## src/rtl/btb_pkg.sv

```systemverilog
// Shared types for the branch target buffer controller: FSM states, 2-bit
// counter encodings, the table entry layout and the counter step helper.
package btb_pkg;

  typedef enum logic [1:0] {INIT, RUN, DRAIN} state_e;

  localparam logic [1:0] SNT = 2'b00;
  localparam logic [1:0] WNT = 2'b01;
  localparam logic [1:0] WT  = 2'b10;
  localparam logic [1:0] ST  = 2'b11;

  localparam int ENT_TAG_W = 8;
  localparam int ENT_PC_W  = 32;

  typedef struct packed {
    logic                 valid;
    logic [ENT_TAG_W-1:0] tag;
    logic [ENT_PC_W-1:0]  target;
    logic [1:0]           cnt;
  } btb_entry_t;

  // Saturating 2-bit counter step: taken moves toward ST, not-taken toward SNT.
  function automatic logic [1:0] cnt_step(input logic [1:0] c, input logic taken);
    if (taken) return (c == ST) ? ST : c + 2'd1;
    return (c == SNT) ? SNT : c - 2'd1;
  endfunction

endpackage

```

## src/rtl/btb_upd_fifo.sv

```systemverilog
// Synchronous valid/ready FIFO with count-based full/empty, used to queue
// table write requests ahead of the single table write port.
module btb_upd_fifo #(
  parameter int DEPTH = 4,
  parameter int W     = 8
) (
  input  logic         clk,
  input  logic         rst,
  input  logic         in_valid,
  output logic         in_ready,
  input  logic [W-1:0] in_data,
  output logic         out_valid,
  input  logic         out_ready,
  output logic [W-1:0] out_data
);
  localparam int AW = $clog2(DEPTH);
  localparam int CW = AW + 1;

  logic [W-1:0]  mem [DEPTH];
  logic [AW-1:0] wp, rp;
  logic [CW-1:0] cnt;
  logic          push, pop;

  assign in_ready  = (cnt != CW'(DEPTH));
  assign out_valid = (cnt != '0);
  assign out_data  = mem[rp];
  assign push      = in_valid & in_ready;
  assign pop       = out_valid & out_ready;

  // DEPTH is a power of two, so the pointers wrap naturally.
  always_ff @(posedge clk or posedge rst) begin
    if (rst) begin
      wp  <= '0;
      rp  <= '0;
      cnt <= '0;
    end else begin
      if (push) wp <= wp + 1'b1;
      if (pop)  rp <= rp + 1'b1;
      if (push && !pop)      cnt <= cnt + 1'b1;
      else if (!push && pop) cnt <= cnt - 1'b1;
    end
  end

  always_ff @(posedge clk) begin
    if (push) mem[wp] <= in_data;
  end

endmodule

```

## src/rtl/btb_ctrl.sv

```systemverilog
// BTB / 2-bit predictor table controller: initialises the table, serves the
// combinational fetch lookup and retires queued resolution writes one per cycle.
module btb_ctrl #(
  parameter int IDX_W  = 4,
  parameter int TAG_W  = 8,
  parameter int PC_W   = 32,
  parameter int QDEPTH = 4
) (
  input  logic             clk,
  input  logic             rst,
  input  logic [IDX_W-1:0] lk_idx,
  input  logic [TAG_W-1:0] lk_tag,
  output logic             lk_hit,
  output logic [1:0]       lk_cnt,
  output logic [PC_W-1:0]  lk_target,
  input  logic             upd_valid,
  output logic             upd_ready,
  input  logic [IDX_W-1:0] upd_idx,
  input  logic [TAG_W-1:0] upd_tag,
  input  logic [PC_W-1:0]  upd_target,
  input  logic             upd_wrt,
  input  logic             upd_wrp,
  input  logic             upd_taken,
  input  logic [1:0]       upd_cnt,
  input  logic             tbl_clr,
  output logic             busy
);
  import btb_pkg::*;

  localparam int N  = 1 << IDX_W;
  localparam int PW = IDX_W + TAG_W + PC_W + 5;

  state_e           state;
  logic [IDX_W-1:0] ptr;

  logic [N-1:0]     tv;
  logic [TAG_W-1:0] ttag [N];
  logic [PC_W-1:0]  ttgt [N];
  logic [1:0]       tcnt [N];

  logic             run, q_in_ready, q_valid;
  logic [PW-1:0]    q_data;
  logic [IDX_W-1:0] q_idx;
  logic [TAG_W-1:0] q_tag;
  logic [PC_W-1:0]  q_target;
  logic             q_wrt, q_wrp, q_taken;
  logic [1:0]       q_cnt;

  assign run       = (state == RUN);
  assign upd_ready = run & q_in_ready;

  btb_upd_fifo #(.DEPTH(QDEPTH), .W(PW)) u_fifo (
    .clk       (clk),
    .rst       (rst),
    .in_valid  (upd_valid & run),
    .in_ready  (q_in_ready),
    .in_data   ({upd_idx, upd_tag, upd_target, upd_wrt, upd_wrp, upd_taken, upd_cnt}),
    .out_valid (q_valid),
    .out_ready (1'b1),
    .out_data  (q_data)
  );

  assign {q_idx, q_tag, q_target, q_wrt, q_wrp, q_taken, q_cnt} = q_data;

  always_ff @(posedge clk or posedge rst) begin
    if (rst) begin
      state <= INIT;
      ptr   <= '0;
      busy  <= 1'b1;
    end else begin
      case (state)
        INIT: begin
          ptr <= ptr + 1'b1;
          if (&ptr) begin
            state <= RUN;
            busy  <= 1'b0;
          end
        end
        RUN: if (tbl_clr) begin
          state <= DRAIN;
          busy  <= 1'b1;
        end
        // Each pop writes at its own edge, so an empty queue means nothing pending.
        DRAIN: if (!q_valid) begin
          state <= INIT;
          ptr   <= '0;
        end
        default: begin
          state <= INIT;
          ptr   <= '0;
          busy  <= 1'b1;
        end
      endcase
    end
  end

  // Queue is always empty in INIT, so sweep and pop writes never collide.
  always_ff @(posedge clk) begin
    if (state == INIT) begin
      tv[ptr]   <= 1'b0;
      ttag[ptr] <= '0;
      ttgt[ptr] <= '0;
      tcnt[ptr] <= WNT;
    end else if (q_valid) begin
      if (q_wrt) begin
        tv[q_idx]   <= 1'b1;
        ttag[q_idx] <= q_tag;
        ttgt[q_idx] <= q_target;
        tcnt[q_idx] <= q_taken ? WT : WNT;
      end else if (q_wrp) begin
        tcnt[q_idx] <= cnt_step(q_cnt, q_taken);
      end
    end
  end

  assign lk_hit    = (state != INIT) & tv[lk_idx] & (ttag[lk_idx] == lk_tag);
  assign lk_cnt    = tcnt[lk_idx];
  assign lk_target = ttgt[lk_idx];

endmodule
```

## config.mk

```make
export PLATFORM = sky130hd
export DESIGN_NAME = btb_ctrl
export DESIGN_NICKNAME = d
export VERILOG_FILES = /design/src/rtl/btb_pkg.sv /design/src/rtl/btb_upd_fifo.sv /design/src/rtl/btb_ctrl.sv
export SDC_FILE = /design/constraint.sdc
export NUM_CORES = 1
export LEC_CHECK = 0
export BUFFER_PORTS_ARGS = -buffer_cell sky130_fd_sc_hd__clkbuf_2
export CORE_AREA = 8 8 298 415
export CTS_CLUSTER_DIAMETER = 150
export DETAILED_ROUTE_END_ITERATION = 8
export DIE_AREA = 0 0 306 423
export GPL_ROUTABILITY_DRIVEN = 0
export PLACE_DENSITY = 0.49
export SYNTH_ARGS = -nofsm -noshare
export SYNTH_HDL_FRONTEND = slang
export SYNTH_SLANG_ARGS = --single-unit
```

## constraint.sdc

```tcl
create_clock -name clk -period 6.45 [get_ports clk]
set_input_delay 1.6125 -clock clk [delete_from_list [all_inputs] [get_ports clk]]
set_output_delay 1.6125 -clock clk [all_outputs]
set_load 0.05 [all_outputs]
```

# Yosys cells after proc, flatten, opt, wreduce, memory -nomap -nowiden
# Memories as Yosys holds them, arrays and structs flattened.
# Cells that the tools add are included.
[totals]
wordCells = 120
output_inout_bits = 37
mem_count = 4
regBits = 30
ramBits = 868
[op_classes]
n_reduce_logical = 21
add_sub_neg = 7
magnitude_cmp = 5
eq_ne = 8
muxes = 57
bitwise = 11
[memory_table]
columns = ["memory", "words", "width", "read_ports", "rd_clocked_by_memory_dff", "wr", "line", "source"]
rows = [
  ["ttgt", 16, 32, 1, 0, 1, "btb_ctrl.sv:38", "logic [PC_W-1:0] ttgt [N];"],
  ["u_fifo.mem", 4, 49, 1, 0, 1, "btb_upd_fifo.sv:19", "logic [W-1:0] mem [DEPTH];"],
  ["ttag", 16, 8, 1, 0, 1, "btb_ctrl.sv:37", "logic [TAG_W-1:0] ttag [N];"],
  ["tcnt", 16, 2, 1, 0, 1, "btb_ctrl.sv:39", "logic [1:0] tcnt [N];"],
]
[ops]
columns = ["operator", "n"]
rows = [
  ["$mux 16", 3],
  ["$mux 32", 1],
  ["$reduce_or 32->1", 1],
  ["$mux 2", 14],
  ["$mux 1", 26],
  ["$and 16x16->16", 1],
  ["$mux 4", 4],
  ["$not 16->16", 1],
  ["$or 16x16->16", 1],
  ["$lt 4x5->1 const B", 3],
  ["$pmux 4 s3", 1],
  ["$demux 1 s4", 2],
  ["$eq 8x8->1", 1],
  ["$ge 4x1->1 const B", 2],
  ["$mux 8", 1],
  ["$reduce_bool 2->1", 4],
  ["$reduce_or 8->1", 1],
  ["$add 2x1->2 const B", 3],
  ["$mux 3", 2],
  ["$ne 2x2->1 const B", 3],
  ["$pmux 2 s3", 1],
  ["$reduce_and 3->1", 2],
  ["$and 1x1->1", 5],
  ["$add 4x1->4 const B", 1],
  ["other kinds (17)", 25],
]

# Logic depth before layout (Yosys ltp)
# Gate-level depths: netlist of run 1.
# An unclocked memory read counts as a cell.
[logic_depth]
word_depth = 13
depth_mapped = 10
ltp_nobuf = 9

# Modules after synthesis
# Synthesis of run 1 repeated with hierarchy kept, for this count alone.
[unflattened]
hier_cells = 1544
hier_area_um2 = 34958.5
[by_module_without_submodules]
columns = ["mod", "seq_area_each_um2", "cells_each", "area_each_um2", "instances"]
rows = [
  ["btb_ctrl", 20836.2, 1251, 27415.0, 1],
  ["btb_upd_fifo", 6060.8, 293, 7543.5, 1],
]

# Worst setup path after synthesis of run 1
# OpenSTA, ideal clock, no wires.
[synth_path]
kind = "in2out"
start = "in lk_idx[0]"
end = "out lk_hit"
slack_ns = 0.877
t_arrival_ns = 3.961
cell_stages = 8
cell_sequence = "buf_6 buf_8 mux4_2 mux2i_1 xnor2_1 o32ai_2 o211ai_1 nor4_2"
[synth_via]
elab_chain_cells = 4
word_cells_on_any_way = 6
classes_between = "1 x eq/ne; 2 x mux; 2 x bitwise; 1 x memory"
[synth_lines]
columns = ["item", "line", "source"]
rows = [
  ["start, declared", "btb_ctrl.sv:11", "input logic [IDX_W-1:0] lk_idx,"],
  ["branches (longest 3 deep; another with $mem_v2 16x8)", "--", ""],
  ["$and 1x1->1 *", "btb_ctrl.sv:116", "assign lk_hit = (state != INIT) & tv[lk_idx] & (ttag[lk_idx] == lk_tag);"],
  ["end, declared", "btb_ctrl.sv:13", "output logic lk_hit,"],
]
# Every way passes the cells marked *. The select of a mux whose other input is x is not followed.

# Worst setup path in the final report of run 1
# Same ends and word-level chain as after synthesis.

==> flow_summary.toml, run 1 <==
[global_route]
grt_pass1_vias = 17700
overflow = 0
track_usage_pct = 13.5
antenna_found_initial = 16
grt_pass1_wl_mm = 128
grt_max_degree = 50

[synth]
synth-seq-area-share_pct = 77.0
synth_seq_cells = 898
yosysTopAreaCell = "edfxtp_1"
synthTopCellsByArea = "edfxtp_1, mux4_2, mux2i_1"
synthCells = 1555
synth_cell_types = 56
syn_area_per_cell_um2 = 22.5
ys_warn_count = 0
synth_nets = 1630
synth-async-reset-ratio_pct = 1.56
synth_area_um2 = 34900
synth_edf_count = 884
synth_top_area_share_pct = 76.0
synthFlopType = "edfxtp_1"

[clock_tree]
clockRootBuffer = "clkbuf_16"
max-clock-path-buffers = 3
clock_latency_ns = 0.65
cts_buffers = 92
hold_buffers = 0
cts_setup_buffers = 0
tritoncts = "done"
cts_resized = 0
path_clk_slew_ns = 0.06
cts-htree-levels = 3
cts.sinks = 898

[floorplan]
die_w_um = 306
dieArea_um2 = 129000
io_pins = 102
initial_utilization_pct = 29.8
rows = 149
core_area_um2 = 117000
die_h_um = 423

[place]
hpwl_mm = 48.6
place_area_um2 = 37500
port_buffers = 101

[finish]
final_cell_mix = "edfxtp_1, mux4_2, clkbuf_2"
layout-drive-gt1-share_pct = 30.2
finalInstanceArea_um2 = 40500
final_common_cell = "edfxtp_1"
syn2layout_area_growth_pct = 16.0
layout.nets = 1789

[sta]
max_slew_margin_pct = 29.5
fmax_mhz = 173
hold_violations = 0
finalMaxSlewViolations = 0
period_minus_slack_ns = 5.78
rsz0062_at_grt = "false"
finalSetupViolCount = 0
fin_tns_setup_ns = 0
tightest_slew_ns = 1.06
period_share_pct = 89.6
finClkSkew_ns = 0.0299

[setup_path]
start_kind = "input port"
endpoint_kind = "primary output"
worstPathArrival_ns = 4.17
cp.required_ns = 4.84
path_class = "input port to primary output"
critPathMaxFanout = 34

[detailed_routing]
route.detailed.drc = 0
drtIter0Drc = 1449
vias_per_cell = 4.95
wl_mm = 88.1
vias = 16400
wl_per_cell_um = 26.7
dr.pass1.iters = 5
ant_nets = 0

[power]
p_leak_nw = 13.0
irDropWorstVdd_mv = 0.340
power_density_nw_per_um2 = 425

[worst_hold_path]
min_path_type = "flip-flop to flip-flop"

[run]
cap_viol_max_count = 0

[run_status]
status = "finished, final reports clean"
critical path: stages:
cell,delay [ns]
buf_8,0.32
mux4_1,0.60
mux2i_1,0.17
xor2_1,0.22
nor4bb_1,0.33
o211ai_1,0.18
nor4_2,0.35
buf_4,0.22
buf_12,0.14
routing by layer:
metal / global-route usage [%] / share of wire, %
met1: 17.4 / 43
met2: 23.3 / 51
met3: 2.54 / 4.6
met4: 3.24 / 1.9
met5: 0 / 0.082
kinds of logic after synthesis:
logic type,after synthesis,share of synthesized area [%]
flip-flops,898,77.0
multiplexers,285,16.8
AND/OR/NAND/NOR,161,2.39
AO/OA/AOI/OAI,94,1.81
buffers and inverters,92,1.20
XOR/XNOR,14,0.351
adder cells (fa/ha/maj),11,0.408
metrics by stage:
stage,power (mW),util [%],hold slack (ns),setup WS (ns),std cells
after floorplan,10.5,-,0.476,0.877,1555
after global placement,12.1,32.0,0.502,0.620,3130
after detailed placement,12.2,32.0,0.506,0.611,3130
after CTS,17.5,34.6,0.546,0.595,3299
after global routing,17.9,34.6,0.559,0.494,3300
final,17.2,34.6,0.537,0.671,3301
worst paths after layout:
check,start,cells past startpoint,slack (ns),to
worst max-delay path,lk_idx[0],9,0.67,lk_hit
worst min-delay path,u_fifo.cnt[2],1,0.54,u_fifo.cnt[2]
worst max register to register,u_fifo.rp[0],5,2.34,ttgt[10][7]
worst min register to register,u_fifo.cnt[2],1,0.54,u_fifo.cnt[2]
max in group asynchronous,rst,2,5.06,u_fifo.rp[0]
min in group asynchronous,rst,2,0.98,state[1]
sequential cells by signal (all words and copies together) (netlist names):
signal / cells
tv: 16
u_fifo.mem: 196
state: 2
ttag: 128
busy: 1
u_fifo.wp: 2
ptr: 4
tcnt: 32
u_fifo.cnt: 3
ttgt: 512
u_fifo.rp: 2
synth_stat cells (7+ instances only):
cell      instances
edfxtp_1        884
mux4_2          235
nor2_1           51
and3_1           47
clkbuf_1         44
mux2i_1          42
a21oi_1          25
buf_2            24
nand2_1          24
a22oi_1          17
a31oi_1          16
dfrtp_1          13
nor2b_1          13
inv_1            11
ha_1              9
o21ai_0           7
xnor2_1           7
xor2_1            7
power breakdown:
group          total, mW  switching [mW]  internal [mW]
Combinational       3.71            2.58           1.13
Sequential          8.21           0.322           7.89
Clock               5.29            2.22           3.06
cell type report:
cell class,instances,area [µm²]
sequential,898,26900
tap,1510,1890
clock inverter,57,546
inverter,12,45.0
fill,10800,76700
timing repair buffer,145,957
antenna,2,5.00
multi-input combinational,565,7730
clock buffer,112,2440
Power figures use the tool's default switching activity.
==> run 2, diff against run 1 <==
CORE_AREA = 8 8 213 297   (was 8 8 298 415)
DIE_AREA = 0 0 221 305   (was 0 0 306 423)
PLACE_DENSITY = 0.82   (was 0.49)
==> run 2 against run 1 <==
Net effect: global-route usage rose by 10 points; utilization rose by 32 points; count of clock-buffer cells in the layout fell by 17; critical endpoint unchanged; wire length fell by 8.9%; non-clock buffer count fell by 5; clock power fell by 11%; sequential share of layout area rose by 2.4 points; largest cell class unchanged; critical path depth fell by 1.
==> flow_summary.toml, run 2 (synthesis results as in run 1) <==
[finish]
final_common_cell = "edfxtp_1"
largest_reg_flops = 512
syn2layout_area_growth_pct = 12.0
layout.nets = 1769
layout-drive-gt1-share_pct = 29.7
final_cell_mix = "edfxtp_1, mux4_2, clkbuf_2"
top_regs = "ttgt (512), u_fifo.mem (196), ttag (128)"
top_register = "ttgt"

[floorplan]
initial_utilization_pct = 59.2
core_area_um2 = 59000
die_h_um = 305
die_w_um = 221
rows = 106
io_pins = 102
dieArea_um2 = 67400

[detailed_routing]
ant_nets = 0
dr.pass1.iters = 6
route.detailed.drc = 0
vias_per_cell = 6.83
wl_per_cell_um = 31.9
vias = 17200
wl_mm = 80.3
drtIter0Drc = 2129

[run]
cap_viol_max_count = 0

[worst_hold_path]
min_path_type = "flip-flop to flip-flop"

[place]
hpwl_mm = 43.1
port_buffers = 101
pre_cts_ws_ns = 0.806

[setup_path]
worstPathArrival_ns = 4.17
slowest_delay_ns = 0.46
crit_cells = 8
start_kind = "input port"
endpoint_kind = "primary output"
critPathMaxFanout = 24
r2r_start = "u_fifo.rp[0]"
path_cells = "buf_2 -> nor2b_1 -> a22o_1 -> a221oi_1 -> o22ai_1 -> o31a_1 -> nor4_2 -> clkbuf_2"
r2r_cells = 6
cp_top_family = "compound AO/OA/AOI/OAI gates"
cp.required_ns = 4.84
r2r_slack_ns = 1.58
endpoint = "lk_hit"
rr_endpoint = "ttgt[15][27]"
crit_slowest_cell = "buf_2"
path_buf_inv = 2
critical_path.startpoint = "lk_idx[2]"
path_class = "input port to primary output"

[sta]
fmax_mhz = 173
hold_violations = 0
tightest_slew_ns = 1.28
finalMaxSlewViolations = 0
finClkSkew_ns = 0.0260
max_slew_margin_pct = 13.8
period_minus_slack_ns = 5.78
fin_tns_setup_ns = 0
rsz0062_at_grt = "false"
setup_slack_ns = 0.666
finalSetupViolCount = 0
period_share_pct = 89.7
hold_ws_ns = 0.568

[global_route]
grt-busiest-layer = "met2"
antenna_found_initial = 2
use_met2_pct = 40.5
grt_pass1_wl_mm = 118
track_usage_pct = 23.7
grt_pass1_vias = 17900
grt_max_degree = 137
gr-usage-met1_pct = 29.6
overflow = 0
met3_usage_pct = 4.68

[clock_tree]
clock_latency_ns = 0.61
cts_buffers = 77
hold_buffers = 0
max-clock-path-buffers = 3
clockRootBuffer = "clkbuf_16"
cts_setup_buffers = 0
cts_resized = 0
cts-htree-levels = 3
path_clk_slew_ns = 0.06
cts.sinks = 898
tritoncts = "done"

[power]
power_density_nw_per_um2 = 426
p_leak_nw = 12.8
irDropWorstVdd_mv = 0.313

[run_status]
status = "finished, final reports clean"
[run 2: final cells by class]
type / count / area, µm²
Fill cell: 3479 / 19900
Sequential cell: 898 / 26900
Inverter: 12 / 45.0
Clock buffer: 95 / 2070
Antenna cell: 1 / 2.50
Tap cell: 756 / 946
Timing Repair Buffer: 140 / 940
Multi-Input combinational cell: 565 / 7730
Clock inverter: 47 / 480
[run 2: through the flow]
step / instance area, µm² / cells / total power [mW] / utilization [%]
2_1_floorplan: 34900 / 1555 / 10.5 / -
5_1_grt: 39100 / 2513 / 17.1 / 66.3
3_5_place_dp: 36600 / 2371 / 12.0 / 62.0
4_1_cts: 39100 / 2513 / 16.7 / 66.3
6_report: 39100 / 2514 / 16.7 / 66.3
3_3_place_gp: 36600 / 2371 / 11.8 / 62.0
[run 2: how the worst min path moves through the flow]
stage                  start             to  slack (ns)  cells after the start
2_1_floorplan  u_fifo.cnt[2]  u_fifo.cnt[2]        0.48                      1
3_3_place_gp   u_fifo.cnt[2]  u_fifo.cnt[2]        0.49                      1
3_5_place_dp   u_fifo.cnt[2]  u_fifo.cnt[2]        0.51                      1
4_1_cts        u_fifo.cnt[2]  u_fifo.cnt[2]        0.56                      1
5_1_grt        u_fifo.cnt[2]  u_fifo.cnt[2]        0.57                      1
6_report       u_fifo.cnt[2]  u_fifo.cnt[2]        0.57                      1
[run 2: per-layer routing]
layer  wire (µm)  up-vias
li1            -     6849
met2       41300     1162
met4        3270        0
met5           0        -
met1       28700     8927
met3        7010      225
[run 2: power by group]
| group | internal (mW) | leakage (nW) | switching (mW) |
|---|---|---|---|
| clock | 2.66 | 1.25 | 2.04 |
| sequential | 7.88 | 8.27 | 0.425 |
| combinational | 1.16 | 3.26 | 2.51 |
| total | 11.7 | 12.8 | 4.98 |
==> run 3, diff against run 2 <==
GPL_TIMING_DRIVEN = 0   (was unset)
==> run 3 against run 2 <==
Net effect: global-route usage increased by 1.2 points; critical path depth decreased by 1; non-clock buffer count increased by 61; combinational power increased by 4%; worst hold slack got worse by 0.052 ns; sequential power decreased by 1%; first-iteration DRC count increased by 9.3%; flip-flop and latch count unchanged; clock skew decreased by 0.0028 ns; fmax decreased by 9.3%; largest cell class unchanged.
==> flow_summary.toml, run 3 (synthesis results as in run 1) <==
[detailed_routing]
ant_nets = 0
dr.pass1.iters = 8
vias = 17700
wl_mm = 84.7
vias_per_cell = 6.88
route.detailed.drc = 0
wl_per_cell_um = 33.0
drtIter0Drc = 2328

[place]
pre_cts_ws_ns = -0.127
place_area_um2 = 37000
hpwl_mm = 50.1
dp.cells = 2432
port_buffers = 99

[power]
netSwitchingFraction_pct = 30.0
p_clk_share_pct = 27.7
internal_power_mw = 11.7
seq_power_share_pct = 49.3
irDropWorstVdd_mv = 0.323
power_mw = 16.7
pwr-share-comb_pct = 23.0
p_leak_nw = 12.9
power_density_nw_per_um2 = 423
p_sw_mw = 5.00

[sta]
max_slew_margin_pct = 9.57
fmax_mhz = 157
tightest_slew_ns = 1.34
finClkSkew_ns = 0.0232
period_share_pct = 98.9
setup_slack_ns = 0.0716
rsz0062_at_grt = "false"
finalSetupViolCount = 0
finalMaxSlewViolations = 0
hold_violations = 0
fin_tns_setup_ns = 0
hold_ws_ns = 0.516
period_minus_slack_ns = 6.38

[finish]
largest_reg_flops = 512
syn2layout_area_growth_pct = 12.9
final_common_cell = "edfxtp_1"
top_register = "ttgt"
top_regs = "ttgt (512), u_fifo.mem (196), ttag (128)"
final_cell_mix = "edfxtp_1, mux4_2, clkbuf_2"
post-route-util_pct = 66.8
multi_input_area_um2 = 7730
stdcell_count = 2567
ff_latch_area_um2 = 26900
layout.nets = 1828
layout-drive-gt1-share_pct = 29.1
num-fill-cells = 3446
finalInstanceArea_um2 = 39400

[floorplan]
initial_utilization_pct = 59.2
core_area_um2 = 59000
dieArea_um2 = 67400
rows = 106
die_h_um = 305
die_w_um = 221
io_pins = 102

[setup_path]
path_buf_inv = 6
endpoint_kind = "primary output"
worstPathArrival_ns = 4.77
path_class = "input port to primary output"
start_kind = "input port"
cp_top_family = "buffers and inverters"
path_cells = "clkbuf_2 -> buf_2 -> buf_2 -> clkbuf_1 -> clkbuf_1 -> mux4_2 -> clkbuf_2"
slowest_delay_ns = 0.80
critPathMaxFanout = 10
crit_slowest_cell = "clkbuf_1"
cp.required_ns = 4.84

[run]
cap_viol_max_count = 0

[global_route]
antenna_found_initial = 6
overflow = 0
track_usage_pct = 24.8
grt_pass1_wl_mm = 122
grt_pass1_vias = 18400
grt_max_degree = 31

[worst_hold_path]
min_path_type = "flip-flop to flip-flop"

[clock_tree]
path_clk_slew_ns = 0.07
cts.sinks = 898
cts_buffers = 75
cts_resized = 1
cts-htree-levels = 3
tritoncts = "done"
cts_setup_buffers = 0
clockRootBuffer = "clkbuf_16"
clock_latency_ns = 0.62
max-clock-path-buffers = 3
hold_buffers = 0

[run_status]
status = "finished, final reports clean"
## run 3: cell count changes in the layout (fill, tap and decap cells not counted), moves of 2 or more
cell and delta:
buf_1 +4, buf_12 +8, buf_16 +4, buf_2 +23
buf_4 -24, clkbuf_1 +40, clkbuf_16 -3, clkbuf_2 +2
clkinv_2 -4, clkinv_4 +2, dfrtp_1 +2
## run 3: final timing paths
check | from | end | slack (ns) | cells past startpoint
min in group asynchronous | rst | ptr[0] | 1.05 | 2
setup reg to reg | u_fifo.rp[0] | ttgt[11][7] | 2.18 | 7
hold / removal | u_fifo.cnt[2] | u_fifo.cnt[2] | 0.52 | 1
max in group asynchronous | rst | u_fifo.wp[0] | 5.01 | 2
setup / recovery | lk_idx[2] | lk_target[28] | 0.07 | 7
hold reg to reg | u_fifo.cnt[2] | u_fifo.cnt[2] | 0.52 | 1
## run 3: layout make-up
class / instances / share of cell area (%)
flip-flops and latches: 898 / 68.2
clock inverters: 45 / 1.23
well taps: 756 / 2.40
plain buffers: 80 / 0.955
repair buffers: 121 / 2.45
diodes: 2 / 0.0127
inverters: 12 / 0.114
clock buffers: 88 / 4.99
multi-input cells: 565 / 19.6
## run 3: per-layer routing
metal / part of all wire [%] / GRT usage, % / vias to the layer above
met2: 52 / 43.0 / 1307
met4: 4.7 / 11.2 / 6
met5: 0.040 / 0 / -
met3: 9.1 / 4.83 / 291
li1: - / - / 6973
met1: 34 / 30.2 / 9086
## run 3: power groups by stage
stage          combinational [mW]  sequential (mW)  clock, mW
6_report                     3.83             8.22       4.62
2_1_floorplan                2.30             8.20          0
3_5_place_dp                 3.74             8.29          0
5_1_grt                      3.99             8.28       4.83
3_3_place_gp                 3.33             8.32          0
4_1_cts                      3.80             8.22       4.62
